## src/rtl/bcd_ex3_seq_ctrl_if.sv

```systemverilog
// Handshake and data bundle between a host and the BCD to excess-3 sequencer.
// The host drives start/bcd_in. The sequencer returns status and the converted word.
interface bcd_ex3_seq_ctrl_if #(
  parameter int DIGITS = 4
);
  logic                  start;
  logic [4*DIGITS-1:0]   bcd_in;
  logic                  busy;
  logic                  done;
  logic [4*DIGITS-1:0]   ex3_out;
  logic [DIGITS-1:0]     err_mask;
  logic                  err;

  modport master (
    output start, bcd_in,
    input  busy, done, ex3_out, err_mask, err
  );

  modport slave (
    input  start, bcd_in,
    output busy, done, ex3_out, err_mask, err
  );
endinterface

```

## src/rtl/bcd_ex3_seq_ctrl.sv

```systemverilog
// Multi-digit BCD to excess-3 sequencer.
// One shared digit converter is stepped across the latched word, least significant digit first.
// The finished word, and the positions that were not valid BCD, are published together with a one-cycle done pulse.
module bcd_ex3_seq_ctrl #(
  parameter int DIGITS = 4
) (
  input  logic               clk,
  input  logic               rst,
  bcd_ex3_seq_ctrl_if.slave  bus
);

  localparam int IDX_W = $clog2(DIGITS + 1);

  typedef enum logic [1:0] {
    IDLE = 2'd0,
    CONV = 2'd1,
    DONE = 2'd2
  } state_t;

  state_t               state;
  state_t               state_next;
  logic [4*DIGITS-1:0]  word_q;
  logic [IDX_W-1:0]     idx_q;
  logic [4*DIGITS-1:0]  acc_q;
  logic [DIGITS-1:0]    err_acc_q;
  logic [4*DIGITS-1:0]  ex3_q;
  logic [DIGITS-1:0]    err_mask_q;

  logic [3:0]           cur_digit;
  logic [3:0]           cur_ex3;
  logic                 cur_bad;
  logic                 last_digit;
  logic [4*DIGITS-1:0]  acc_next;
  logic [DIGITS-1:0]    err_next;

  // Select the current digit and run it through the shared converter; 0000 marks a non-BCD digit.
  always_comb begin
    cur_digit = 4'd0;
    for (int k = 0; k < DIGITS; k++) begin
      if (idx_q == IDX_W'(k)) cur_digit = word_q[4*k +: 4];
    end
    cur_bad = (cur_digit > 4'd9);
    cur_ex3 = cur_bad ? 4'd0 : (cur_digit + 4'd3);
    last_digit = (idx_q == IDX_W'(DIGITS - 1));
  end

  // Merge the converted digit into its slot so the final slot can be published on the same edge.
  always_comb begin
    acc_next = acc_q;
    err_next = err_acc_q;
    for (int k = 0; k < DIGITS; k++) begin
      if (idx_q == IDX_W'(k)) begin
        acc_next[4*k +: 4] = cur_ex3;
        err_next[k]        = cur_bad;
      end
    end
  end

  // State register; reset abandons any conversion in flight.
  always_ff @(posedge clk) begin
    if (rst) state <= IDLE;
    else     state <= state_next;
  end

  // Next-state and handshake outputs; start is only honoured in IDLE.
  always_comb begin
    state_next = state;
    bus.busy   = 1'b0;
    bus.done   = 1'b0;
    case (state)
      IDLE: begin
        if (bus.start) state_next = CONV;
      end
      CONV: begin
        bus.busy = 1'b1;
        if (last_digit) state_next = DONE;
      end
      DONE: begin
        bus.busy   = 1'b1;
        bus.done   = 1'b1;
        state_next = IDLE;
      end
      default: state_next = IDLE;
    endcase
  end

  // Datapath: latch on accept, fill one slot per CONV cycle, publish results when the last slot lands.
  always_ff @(posedge clk) begin
    if (rst) begin
      word_q     <= '0;
      idx_q      <= '0;
      acc_q      <= '0;
      err_acc_q  <= '0;
      ex3_q      <= '0;
      err_mask_q <= '0;
    end else begin
      case (state)
        IDLE: begin
          if (bus.start) begin
            word_q    <= bus.bcd_in;
            idx_q     <= '0;
            acc_q     <= '0;
            err_acc_q <= '0;
          end
        end
        CONV: begin
          acc_q     <= acc_next;
          err_acc_q <= err_next;
          idx_q     <= idx_q + IDX_W'(1);
          if (last_digit) begin
            ex3_q      <= acc_next;
            err_mask_q <= err_next;
          end
        end
        default: ;
      endcase
    end
  end

  assign bus.ex3_out  = ex3_q;
  assign bus.err_mask = err_mask_q;
  assign bus.err      = |err_mask_q;

endmodule

```

## src/flat_wrapper.sv

```systemverilog
// flat-port wrapper written by rule: the top's interface ports become plain ports
module bcd_ex3_seq_ctrl_flat 
#(
  parameter int DIGITS = 4
)
  (clk, rst, bus_start, bus_bcd_in, bus_busy, bus_done, bus_ex3_out, bus_err_mask, bus_err);
  bcd_ex3_seq_ctrl_if #(.DIGITS(DIGITS)) bus_i ();
  input  logic clk;
  input  logic rst;
  input wire logic [$bits(bus_i.start)-1:0] bus_start;
  input wire logic [$bits(bus_i.bcd_in)-1:0] bus_bcd_in;
  output wire logic [$bits(bus_i.busy)-1:0] bus_busy;
  output wire logic [$bits(bus_i.done)-1:0] bus_done;
  output wire logic [$bits(bus_i.ex3_out)-1:0] bus_ex3_out;
  output wire logic [$bits(bus_i.err_mask)-1:0] bus_err_mask;
  output wire logic [$bits(bus_i.err)-1:0] bus_err;
  assign bus_i.start = bus_start;
  assign bus_i.bcd_in = bus_bcd_in;
  assign bus_busy = bus_i.busy;
  assign bus_done = bus_i.done;
  assign bus_ex3_out = bus_i.ex3_out;
  assign bus_err_mask = bus_i.err_mask;
  assign bus_err = bus_i.err;
  bcd_ex3_seq_ctrl #(.DIGITS(DIGITS)) u_core (.clk(clk), .rst(rst), .bus(bus_i));
endmodule
```

## config.mk

```make
export PLATFORM = sky130hd
export DESIGN_NAME = bcd_ex3_seq_ctrl_flat
export DESIGN_NICKNAME = d
export VERILOG_FILES = /design/src/rtl/bcd_ex3_seq_ctrl_if.sv /design/src/rtl/bcd_ex3_seq_ctrl.sv /design/src/flat_wrapper.sv
export SDC_FILE = /design/constraint.sdc
export NUM_CORES = 1
export LEC_CHECK = 0
export CAP_MARGIN = 20
export CELL_PAD_IN_SITES_DETAIL_PLACEMENT = 0
export CELL_PAD_IN_SITES_GLOBAL_PLACEMENT = 1
export CORE_MARGIN = 1.5
export CORE_UTILIZATION = 39
export CTS_BUF_LIST = sky130_fd_sc_hd__clkbuf_16
export DETAILED_ROUTE_END_ITERATION = 12
export PLACE_DENSITY = 0.8
export SLEW_MARGIN = 15
export SYNTH_ARGS = -nofsm -noshare
export SYNTH_HDL_FRONTEND = slang
export SYNTH_SLANG_ARGS = --single-unit
```

## constraint.sdc

```tcl
create_clock -name clk -period 3.25 [get_ports clk]
set_input_delay 0.975 -clock clk [delete_from_list [all_inputs] [get_ports clk]]
set_output_delay 0.975 -clock clk [all_outputs]
set_load 0.02 [all_outputs]
```

## Yosys cells after proc, flatten, opt, wreduce, memory -nomap -nowiden

Cells that the tools add are included.

- Flip-flop bits (word level): 61
- Input bits: 19
- Logic and storage cells: 50

- Add/sub/neg operators: 2
- Magnitude comparators: 1
- Equal/unequal tests: 7
- Muxes and demuxes: 24
- Reductions and logical operators: 9

Operators with widths:

| kind | count |
|---|---|
| two-way mux 4 bit | 10 |
| one-hot mux 16 bit (2 select lines) | 1 |
| two-way mux 16 bit | 1 |
| one-hot mux 4 bit (2 select lines) | 1 |
| AND reduction 2 bit | 4 |
| equality test 3 x 2 -> 1 bit (second input constant) | 2 |
| two-way mux 1 bit | 6 |
| one-hot mux 3 bit (2 select lines) | 1 |
| adder 4 x 2 -> 4 bit (second input constant) | 1 |
| > comparator 4 bit (second input constant) | 1 |
| two-way mux 2 bit | 2 |
| one-hot mux 2 bit (2 select lines) | 1 |
| OR reduction 4 bit | 1 |
| adder 3 x 1 -> 3 bit (second input constant) | 1 |
| equality test 3 x 1 -> 1 bit (second input constant) | 1 |
| zero test 3 bit | 1 |
| two-way mux 3 bit | 1 |
| equality test 2 x 1 -> 1 bit (second input constant) | 1 |
| equality test 2 bit (second input constant) | 1 |
| zero test 2 bit | 1 |
| != test 2 x 1 -> 1 bit (second input constant) | 1 |
| != test 2 bit (second input constant) | 1 |
| nonzero test 2 bit | 1 |
| OR reduction 2 bit | 1 |

## Longest topological paths before layout

Gate-level depths: netlist (run 1).

- Depth after elaboration: 9
- Mapped depth: 9

## Worst setup path after synthesis (run 1)

OpenSTA, ideal clock, no wires.

- Path type: flip-flop to flip-flop
- From: reg u_core.idx_q[0]
- To: reg u_core.acc_q[11]
- Library setup time: 96 ps
- Data arrival time: 2183 ps
- Required time: 3154 ps
- Setup slack: 971 ps
- Cell stages (with the launch flop): 10
- Path buffers: 1
- Period minus slack after synthesis: 2279 ps
- Cell sequence: dfxtp_1 -> inv_1 -> ha_1 -> nor2b_2 -> a221o_1 -> a32o_1 -> a211o_1 -> and2_4 -> buf_6 -> o41ai_2

- Longest elaborated chain between the ends: 9
- Elaborated cells on any way between the ends: 13

Ends and longest elaborated chain:

| item | RTL line | source |
|---|---|---|
| start: declaration | bcd_ex3_seq_ctrl.sv:23 | `logic [IDX_W-1:0] idx_q;` |
| start signal: assignment | bcd_ex3_seq_ctrl.sv:109 | `idx_q <= idx_q + IDX_W'(1);` |
| zero test 3 bit | bcd_ex3_seq_ctrl.sv:40 | `if (idx_q == IDX_W'(k)) cur_digit = word_q[4*k +: 4];` |
| two-way mux 4 bit (4 in a row) | bcd_ex3_seq_ctrl.sv:40 |  |
| adder 4 x 2 -> 4 bit / > comparator 4 bit (equally long branches) | bcd_ex3_seq_ctrl.sv:43, bcd_ex3_seq_ctrl.sv:42 |  |
| two-way mux 4 bit | bcd_ex3_seq_ctrl.sv:43 | `cur_ex3 = cur_bad ? 4'd0 : (cur_digit + 4'd3);` |
| two-way mux 4 bit * | bcd_ex3_seq_ctrl.sv:52 | `if (idx_q == IDX_W'(k)) begin` |
| one-hot mux 16 bit (2 select lines) * | bcd_ex3_seq_ctrl.sv:97 | `case (state)` |
| end signal: assignment | bcd_ex3_seq_ctrl.sv:107 | `acc_q <= acc_next;` |
| end: declaration | bcd_ex3_seq_ctrl.sv:24 | `logic [4*DIGITS-1:0] acc_q;` |

Every way passes the cells marked *; elsewhere a longest branch is shown, timed or not.
A chain may end at the register's enable or synchronous reset.

## Final worst setup path (run 1)

- From: reg u_core.idx_q[2]
- To: reg u_core.ex3_q[9] (netlist: u_core.bus.ex3_out[9])

- Longest elaborated chain between the ends: 8
- Elaborated cells on any way between the ends: 13

Ends and longest elaborated chain:

| item | RTL line | source |
|---|---|---|
| zero test 3 bit | bcd_ex3_seq_ctrl.sv:40 |  |
| two-way mux 4 bit (4 in a row) | bcd_ex3_seq_ctrl.sv:40 |  |
| adder 4 x 2 -> 4 bit / > comparator 4 bit (equally long branches) | bcd_ex3_seq_ctrl.sv:43, bcd_ex3_seq_ctrl.sv:42 |  |
| two-way mux 4 bit | bcd_ex3_seq_ctrl.sv:43 |  |
| two-way mux 4 bit | bcd_ex3_seq_ctrl.sv:52 |  |
| end signal: assignment | bcd_ex3_seq_ctrl.sv:111 | `ex3_q <= acc_next;` |
| end: declaration | bcd_ex3_seq_ctrl.sv:26 | `logic [4*DIGITS-1:0] ex3_q;` |

Several ways; a longest one is shown, not always the timed one.

==> results_tabular.tex, run 1 <==
\begin{tabular}{lr}
\hline
Metric & Value \\
\hline
\multicolumn{2}{l}{\textbf{Outcome}} \\
Status & finished, final reports clean \\
\multicolumn{2}{l}{\textbf{Floorplanning}} \\
Total die area & 7060 sq um \\
Horiz. Die Dim & 84.0 microns \\
Effective utilization at floorplan & 40.3\% \\
Row cnt & 29 \\
Placeable core region & 6350 sq um \\
Die height & 84.0 microns \\
Num ports & 42 \\
\multicolumn{2}{l}{\textbf{Drt}} \\
Drc violations & 0 \\
Routed vias & 2,349 \\
Number of detailed-routing iterations run before antenna repair & 4 \\
Wirelength, routed & 6.43 mm \\
Initial DRC Count & 148 \\
Routed WL per cell & 15.3 microns \\
Avg Vias per Cell & 5.61 \\
Final antenna-violating net count & 0 \\
\multicolumn{2}{l}{\textbf{STA}} \\
Worst max-slew margin expressed relative to the limit & 39.2\% \\
Final max-slew violation count & 0 \\
Final clock period utilization by the worst path & 84.3\% \\
Hold violation total from the final report & 0 \\
Endpoints failing setup & 0 \\
Total negative slack for setup checks & 0 ns \\
Setup repair after global routing missed its margin & false \\
Slew at the pin closest to its max-slew limit & 0.905 ns \\
Top achievable clock speed & 365 MHz \\
Post-layout minimum cycle time & 2.74 ns \\
Clock tree skew after final layout & 0.00612 ns \\
\multicolumn{2}{l}{\textbf{Critical path}} \\
Critical Path Fanout Max & 10 \\
Data arrival, critical path & 2.96 ns \\
Worst Setup Path Type & reg -> reg \\
Worst Reg-to-Reg Cells & 7 \\
Required time of the critical path & 3.47 ns \\
Crit end category & register \\
Startpoint type of the worst setup path & register \\
\multicolumn{2}{l}{\textbf{Synthesis}} \\
Synthesized netlist net count & 335 \\
Post-Synthesis Cells & 308 \\
Sequential fraction of the synthesis area & 43.8\% \\
Netlist cell types & 39 \\
Cell area after technology mapping & 2560 sq um \\
Yosys warns & 0 \\
Mean instance size in the synthesized netlist & 8.31 sq um \\
Number of storage elements in the synthesis netlist & 56 \\
\multicolumn{2}{l}{\textbf{Placement}} \\
Detail Placement HPWL & 4.37 mm \\
Cell area after placement & 3020 sq um \\
Gpl congestion & 0.789 \\
Port bufs & 41 \\
\multicolumn{2}{l}{\textbf{GRT}} \\
Vias in the first global route & 2,193 \\
Antenna violations before repair & 0 \\
Pin count of the biggest net entering global routing & 51 \\
Wire length of the first global-routing pass & 10.7 mm \\
Global-route congestion overflow total & 0 \\
GRT Total Usage & 19.0\% \\
\multicolumn{2}{l}{\textbf{Clock network}} \\
Resized Gates After CTS & 0 \\
Number of setup buffers added after CTS & 0 \\
Clock-pin transition on the worst setup and hold timing paths & 0.07 ns \\
Hold bufs inserted after CTS & 0 \\
Cell chosen for the clock root & clkbuf\_16 \\
TritonCTS Sinks & 56 \\
Clk Latency, worst-skew pair & 0.29 ns \\
Depth of the CTS H-tree & 2 \\
Number of clock buffers inserted by TritonCTS & 5 \\
Number of buffers on the longest clock path & 2 \\
Clock tree from TritonCTS & yes \\
\multicolumn{2}{l}{\textbf{Power and ir drop}} \\
Leak pwr & 1.13 nW \\
Maximum resistive drop on vdd & 0.000263 V \\
Total Power & 1.43 mW \\
Power per Cell Area & 453 nW/um\^{}2 \\
\multicolumn{2}{l}{\textbf{Cells and area}} \\
Layout Cell Area excl Fill & 3160 sq um \\
Commonest non-fill, non-tap cell in the layout & nand2\_1 \\
Highest-count cells in the layout ignoring fill and taps & 57 x nand2\_1, 56 x dfxtp\_1, 40 x a21oi\_1, 40 x clkdlybuf4s50\_1, 24 x nor2\_1 \\
Fill cell instance count of the final layout & 588 \\
Post-synthesis to final-layout area growth & 23.3\% \\
Share of layout cells above drive strength 1 & 7.02\% \\
Final nets & 369 \\
Antenna cells & 0 \\
Final standard cell utilization of the core & 49.7\% \\
\multicolumn{2}{l}{\textbf{Min path}} \\
Type of the tightest min-delay check & reg -> reg \\
Hold Path Depth & 2 \\
\multicolumn{2}{l}{\textbf{Run}} \\
Max Cap Violations & 0 \\
\hline
\end{tabular}
==> sequential cells by signal, indices dropped and copies added (netlist names) <==
register,cells
u_core.err_acc_q,3
u_core.bus.err_mask,4
u_core.bus.ex3_out,16
u_core.idx_q,3
u_core.acc_q,12
u_core.word_q,16
u_core.state,2
==> cell families after synthesis <==
family | share of synthesized area (%)
buf+inv | 4.45
mux | 0.391
compound gates | 28.0
flops | 43.8
fa+ha+maj | 3.91
simple gates | 19.5
==> cell type report <==
cell class	instances	area (sq um)	area share, %
repair buffers	47	450	14.3
flip-flops and latches	56	1120	35.5
inverters	8	30.0	0.952
multi-input cells	224	1330	42.0
clock inverters	2	7.51	0.238
well taps	77	96.3	3.05
clock buffers	5	125	3.97
==> critical path: stages (launching register included) <==
cell and delay (ns):
dfxtp_1 0.42, inv_1 0.12, ha_1 0.35, nor2_1 0.34, a32oi_2 0.29, nor3_1 0.80
o31ai_1 0.20, a21oi_1 0.16
==> cell usage after synthesis, drive strengths merged <==
cell | number | area [sq um]
dfxtp | 56 | 1120
nor2 | 24 | 90.1
o41ai | 8 | 108
a21o | 1 | 7.51
a31oi | 8 | 50.1
a211o | 1 | 8.76
o31a | 1 | 8.76
buf | 2 | 16.3
o211a | 1 | 10.0
or4 | 1 | 7.51
a22oi | 4 | 30.0
o31ai | 3 | 22.5
clkbuf | 18 | 67.6
a32o | 1 | 10.0
nor3 | 3 | 15.0
a211oi | 2 | 15.0
a32oi | 7 | 76.3
or3 | 1 | 6.26
nor4b | 2 | 17.5
and2 | 5 | 33.8
o32ai | 2 | 17.5
inv | 8 | 30.0
mux2i | 1 | 10.0
nand2b | 6 | 37.5
nand3 | 8 | 40.0
a221o | 4 | 40.0
o21ai | 17 | 85.1
a31o | 2 | 17.5
nor2b | 4 | 27.5
and4b | 1 | 10.0
a21oi | 41 | 209
nand2 | 57 | 214
ha | 8 | 100
==> metal layers <==
layer / vias up / share of wire, % / global-route usage [%]
li1: 1163 / - / -
met5: - / 0 / 0
met4: 0 / 0.93 / 3.58
met3: 6 / 4.8 / 3.86
met2: 56 / 45 / 30.0
met1: 1124 / 49 / 26.8
==> final timing paths <==
path / start / slack, ns / endpoint
worst max register to register: u_core.idx_q[2] / 0.51 / u_core.bus.ex3_out[9]
worst min-delay path: u_core.word_q[11] / 0.45 / u_core.word_q[11]
worst max-delay path: u_core.idx_q[2] / 0.51 / u_core.bus.ex3_out[9]
worst min register to register: u_core.word_q[11] / 0.45 / u_core.word_q[11]
==> power by group <==
group | switching, mW | leakage [nW] | internal (mW)
sequential | 0.0121 | 0.454 | 0.705
clock | 0.233 | 0.0648 | 0.277
combinational | 0.128 | 0.616 | 0.0744
total | 0.372 | 1.13 | 1.06
==> through the flow <==
step                      hold slack [ns]  std cells  setup WS, ns
final                               0.450        419         0.510
after global routing                0.465        419         0.244
after CTS                           0.452        419         0.497
after floorplan                     0.431        308         0.971
after global placement              0.440        412         0.577
after detailed placement            0.442        412         0.521
Power figures use the tool's default switching activity.
==> run 2: changes to the inputs <==
- CORE_UTILIZATION: 39 -> 35
- PLACE_DENSITY: 0.8 -> 0.75
- clock period: 3.25 -> 2.4 ns (I/O delays scaled with it)
==> run 2 against run 1 <==
Against the previous run:
- non-clock buffer count increased by 23
- global-route usage fell by 1.0 points
- wire length up 3.7%
- total power rose by 40%
- largest power group unchanged
- worst hold slack improved by 0.0062 ns
- combinational power grew 63%
==> results_tabular.tex, run 2 (same netlist as run 1, synthesis figures left out) <==
\begin{tabular}{lr}
\hline
Metric & Value \\
\hline
\multicolumn{2}{l}{\textbf{Clock network}} \\
Depth of the CTS H-tree & 2 (unchanged) \\
Clock-pin transition on the worst setup and hold timing paths & 0.07 ns (about the same) \\
Clock tree from TritonCTS & yes (unchanged) \\
Hold bufs inserted after CTS & 0 (unchanged) \\
Clk Latency, worst-skew pair & 0.29 ns (about the same) \\
Number of clock buffers inserted by TritonCTS & 5 (unchanged) \\
Number of buffers on the longest clock path & 2 (unchanged) \\
Cell chosen for the clock root & clkbuf\_16 (unchanged) \\
TritonCTS Sinks & 56 (unchanged) \\
\multicolumn{2}{l}{\textbf{GRT}} \\
Wire length of the first global-routing pass & 10.9 mm (was 10.7 mm) \\
Antenna violations before repair & 0 (unchanged) \\
Pin count of the biggest net entering global routing & 51 (unchanged) \\
Global-route congestion overflow total & 0 (unchanged) \\
GRT Total Usage & 17.9\% (was 19.0\%) \\
Vias in the first global route & 2,246 (was 2,193) \\
\multicolumn{2}{l}{\textbf{Min path}} \\
Worst hold start & u\_core.bus.ex3\_out[12] (was u\_core.word\_q[11]) \\
Type of the tightest min-delay check & reg -> reg (unchanged) \\
Hold path endpoint & u\_core.bus.ex3\_out[12] (was u\_core.word\_q[11]) \\
Hold Path Depth & 2 (unchanged) \\
\multicolumn{2}{l}{\textbf{Power and ir drop}} \\
Internal Power & 1.48 mW (was 1.06 mW) \\
Power per Cell Area & 577 nW/um\^{}2 (was 453 nW/um\^{}2) \\
Leak pwr & 1.32 nW (was 1.13 nW) \\
Total Power & 2.00 mW (was 1.43 mW) \\
Combinational cell fraction of total power & 16.5\% (was 14.1\%) \\
Seq pwr share & 48.7\% (was 50.2\%) \\
P\_sw & 522 uW (was 372 uW) \\
Maximum resistive drop on vdd & 0.000371 V (was 0.000263 V) \\
Clock power frac & 34.8\% (was 35.6\%) \\
Sw Share & 26.1\% (about the same) \\
\multicolumn{2}{l}{\textbf{STA}} \\
Clock tree skew after final layout & 0.00833 ns (was 0.00612 ns) \\
Post-layout minimum cycle time & 2.33 ns (was 2.74 ns) \\
Final max-slew violation count & 0 (unchanged) \\
Hold violation total from the final report & 0 (unchanged) \\
Endpoints failing setup & 0 (unchanged) \\
Top achievable clock speed & 429 MHz (was 365 MHz) \\
Worst max-slew margin expressed relative to the limit & 61.6\% (was 39.2\%) \\
Final clock period utilization by the worst path & 97.1\% (was 84.3\%) \\
Worst setup margin & 0.0695 ns (was 0.510 ns) \\
Slew at the pin closest to its max-slew limit & 0.575 ns (was 0.905 ns) \\
\multicolumn{2}{l}{\textbf{Placement}} \\
Worst setup slack before clock tree synthesis & -0.0354 ns (was 0.521 ns) \\
Cell area after placement & 3220 sq um (was 3020 sq um) \\
Port bufs & 41 (unchanged) \\
Detail Placement HPWL & 4.73 mm (was 4.37 mm) \\
Gpl congestion & 0.765 (was 0.789) \\
Placed insts & 452 (was 412) \\
\multicolumn{2}{l}{\textbf{Drt}} \\
Met3 wire length & 225 microns (was 309 microns) \\
Met2 WL post-DR & 2.94 mm (was 2.90 mm) \\
Routed vias & 2,381 (was 2,349) \\
Initial DRC Count & 117 (was 148) \\
Drc violations & 0 (unchanged) \\
Final antenna-violating net count & 0 (unchanged) \\
Routed length on met1 & 3.46 mm (was 3.16 mm) \\
Routed WL per cell & 14.4 microns (was 15.3 microns) \\
Max Used Layer & met4 (unchanged) \\
Avg Vias per Cell & 5.15 (was 5.61) \\
Wirelength, routed & 6.67 mm (was 6.43 mm) \\
Number of detailed-routing iterations run before antenna repair & 4 (unchanged) \\
\multicolumn{2}{l}{\textbf{Cells and area}} \\
Final nets & 392 (was 369) \\
Highest-count cells in the layout ignoring fill and taps & 57 x nand2\_1, 54 x dfxtp\_1, 40 x a21oi\_1, 39 x clkdlybuf4s50\_1, 27 x buf\_4 (was 57 x nand2\_1, 56 x dfxtp\_1, 40 x a21oi\_1, 40 x clkdlybuf4s50\_1, 24 x nor2\_1) \\
Final standard cell utilization of the core & 49.9\% (was 49.7\%) \\
Post-Layout Cell Count & 462 (was 419) \\
Share of layout cells above drive strength 1 & 15.6\% (was 7.02\%) \\
Layout Cell Area excl Fill & 3460 sq um (was 3160 sq um) \\
Fill cell instance count of the final layout & 685 (was 588) \\
Antenna cells & 0 (unchanged) \\
Post-synthesis to final-layout area growth & 35.3\% (was 23.3\%) \\
Commonest non-fill, non-tap cell in the layout & nand2\_1 (unchanged) \\
\multicolumn{2}{l}{\textbf{Floorplanning}} \\
Placeable core region & 6940 sq um (was 6350 sq um) \\
Die height & 88.5 microns (was 84.0 microns) \\
Horiz. Die Dim & 88.5 microns (was 84.0 microns) \\
Total die area & 7840 sq um (was 7060 sq um) \\
Num ports & 42 (unchanged) \\
Row cnt & 30 (was 29) \\
Effective utilization at floorplan & 36.9\% (was 40.3\%) \\
\multicolumn{2}{l}{\textbf{Critical path}} \\
R2r setup slk & 0.07 ns (was 0.51 ns) \\
Worst reg2reg endpoint & u\_core.bus.ex3\_out[2] (was u\_core.bus.ex3\_out[9]) \\
Reg-to-reg startpoint & u\_core.idx\_q[1] (was u\_core.idx\_q[2]) \\
Startpoint type of the worst setup path & register (unchanged) \\
Data arrival, critical path & 2.53 ns (was 2.96 ns) \\
Worst Reg-to-Reg Cells & 9 (was 7) \\
Worst Setup Path Type & reg -> reg (unchanged) \\
Critical Path Fanout Max & 7 (was 10) \\
Required time of the critical path & 2.60 ns (was 3.47 ns) \\
Crit end category & register (unchanged) \\
\multicolumn{2}{l}{\textbf{Run}} \\
Max Cap Violations & 0 (unchanged) \\
\multicolumn{2}{l}{\textbf{Outcome}} \\
Status & finished, final reports clean (unchanged) \\
\hline
\end{tabular}
-- run 2: worst max-delay path, cell delays in order, from the launching register on --
cell,delay (ns)
dfxtp_2,0.35
inv_1,0.08
ha_2,0.18
nor2b_4,0.13
a221o_1,0.35
a32oi_4,0.34
buf_6,0.15
and4b_1,0.24
a21oi_4,0.08
o41ai_2,0.32
-- run 2: cell type report --
class | instances | area (sq um) | share of cell area [%]
clock buffers | 5 | 125 | 3.61
inverters | 8 | 30.0 | 0.867
repair buffers | 70 | 642 | 18.5
clock inverters | 3 | 15.0 | 0.433
multi-input cells | 224 | 1410 | 40.6
flip-flops and latches | 56 | 1130 | 32.5
well taps | 96 | 120 | 3.47
-- run 2: how the worst max path moves through the flow --
stage	slack, ns	endpoint	startpoint	cells after the start
5_1_grt	-0.02	u_core.bus.ex3_out[2]	u_core.idx_q[1]	9
2_1_floorplan	0.12	u_core.acc_q[11]	u_core.idx_q[0]	9
4_1_cts	-0.006	u_core.acc_q[10]	u_core.idx_q[0]	9
3_5_place_dp	-0.04	u_core.acc_q[6]	u_core.idx_q[0]	8
3_3_place_gp	0.04	u_core.acc_q[6]	u_core.idx_q[0]	8
6_report	0.07	u_core.bus.ex3_out[2]	u_core.idx_q[1]	9
-- run 2: per-layer routing --
metal,vias up,GRT usage [%]
li1,1213,-
met1,1113,25.5
met2,53,28.9
met3,2,2.99
met4,0,3.41
met5,-,0
-- run 2: metrics by stage --
| stage | setup TNS (ns) | hold slack (ns) |
|---|---|---|
| after floorplan | 0 | 0.431 |
| after global placement | 0 | 0.441 |
| after detailed placement | -0.141 | 0.449 |
| after CTS | -0.00629 | 0.460 |
| after global routing | -0.0230 | 0.473 |
| final | 0 | 0.456 |
-- run 2: what timing repair did --
item                                    4_1_cts  5_1_grt
gates resized for setup                       3       15
pin swaps                                     0        6
endpoints found under the setup margin        7       26
buffers inserted                              0        2
-- run 2: power by group through the flow --
stage,combinational (mW),clock [mW],sequential [mW]
after detailed placement,0.304,0,0.994
after CTS,0.313,0.713,0.973
after global routing,0.361,0.753,0.977
final,0.330,0.696,0.974
after global placement,0.302,0,0.994
after floorplan,0.185,0,0.988
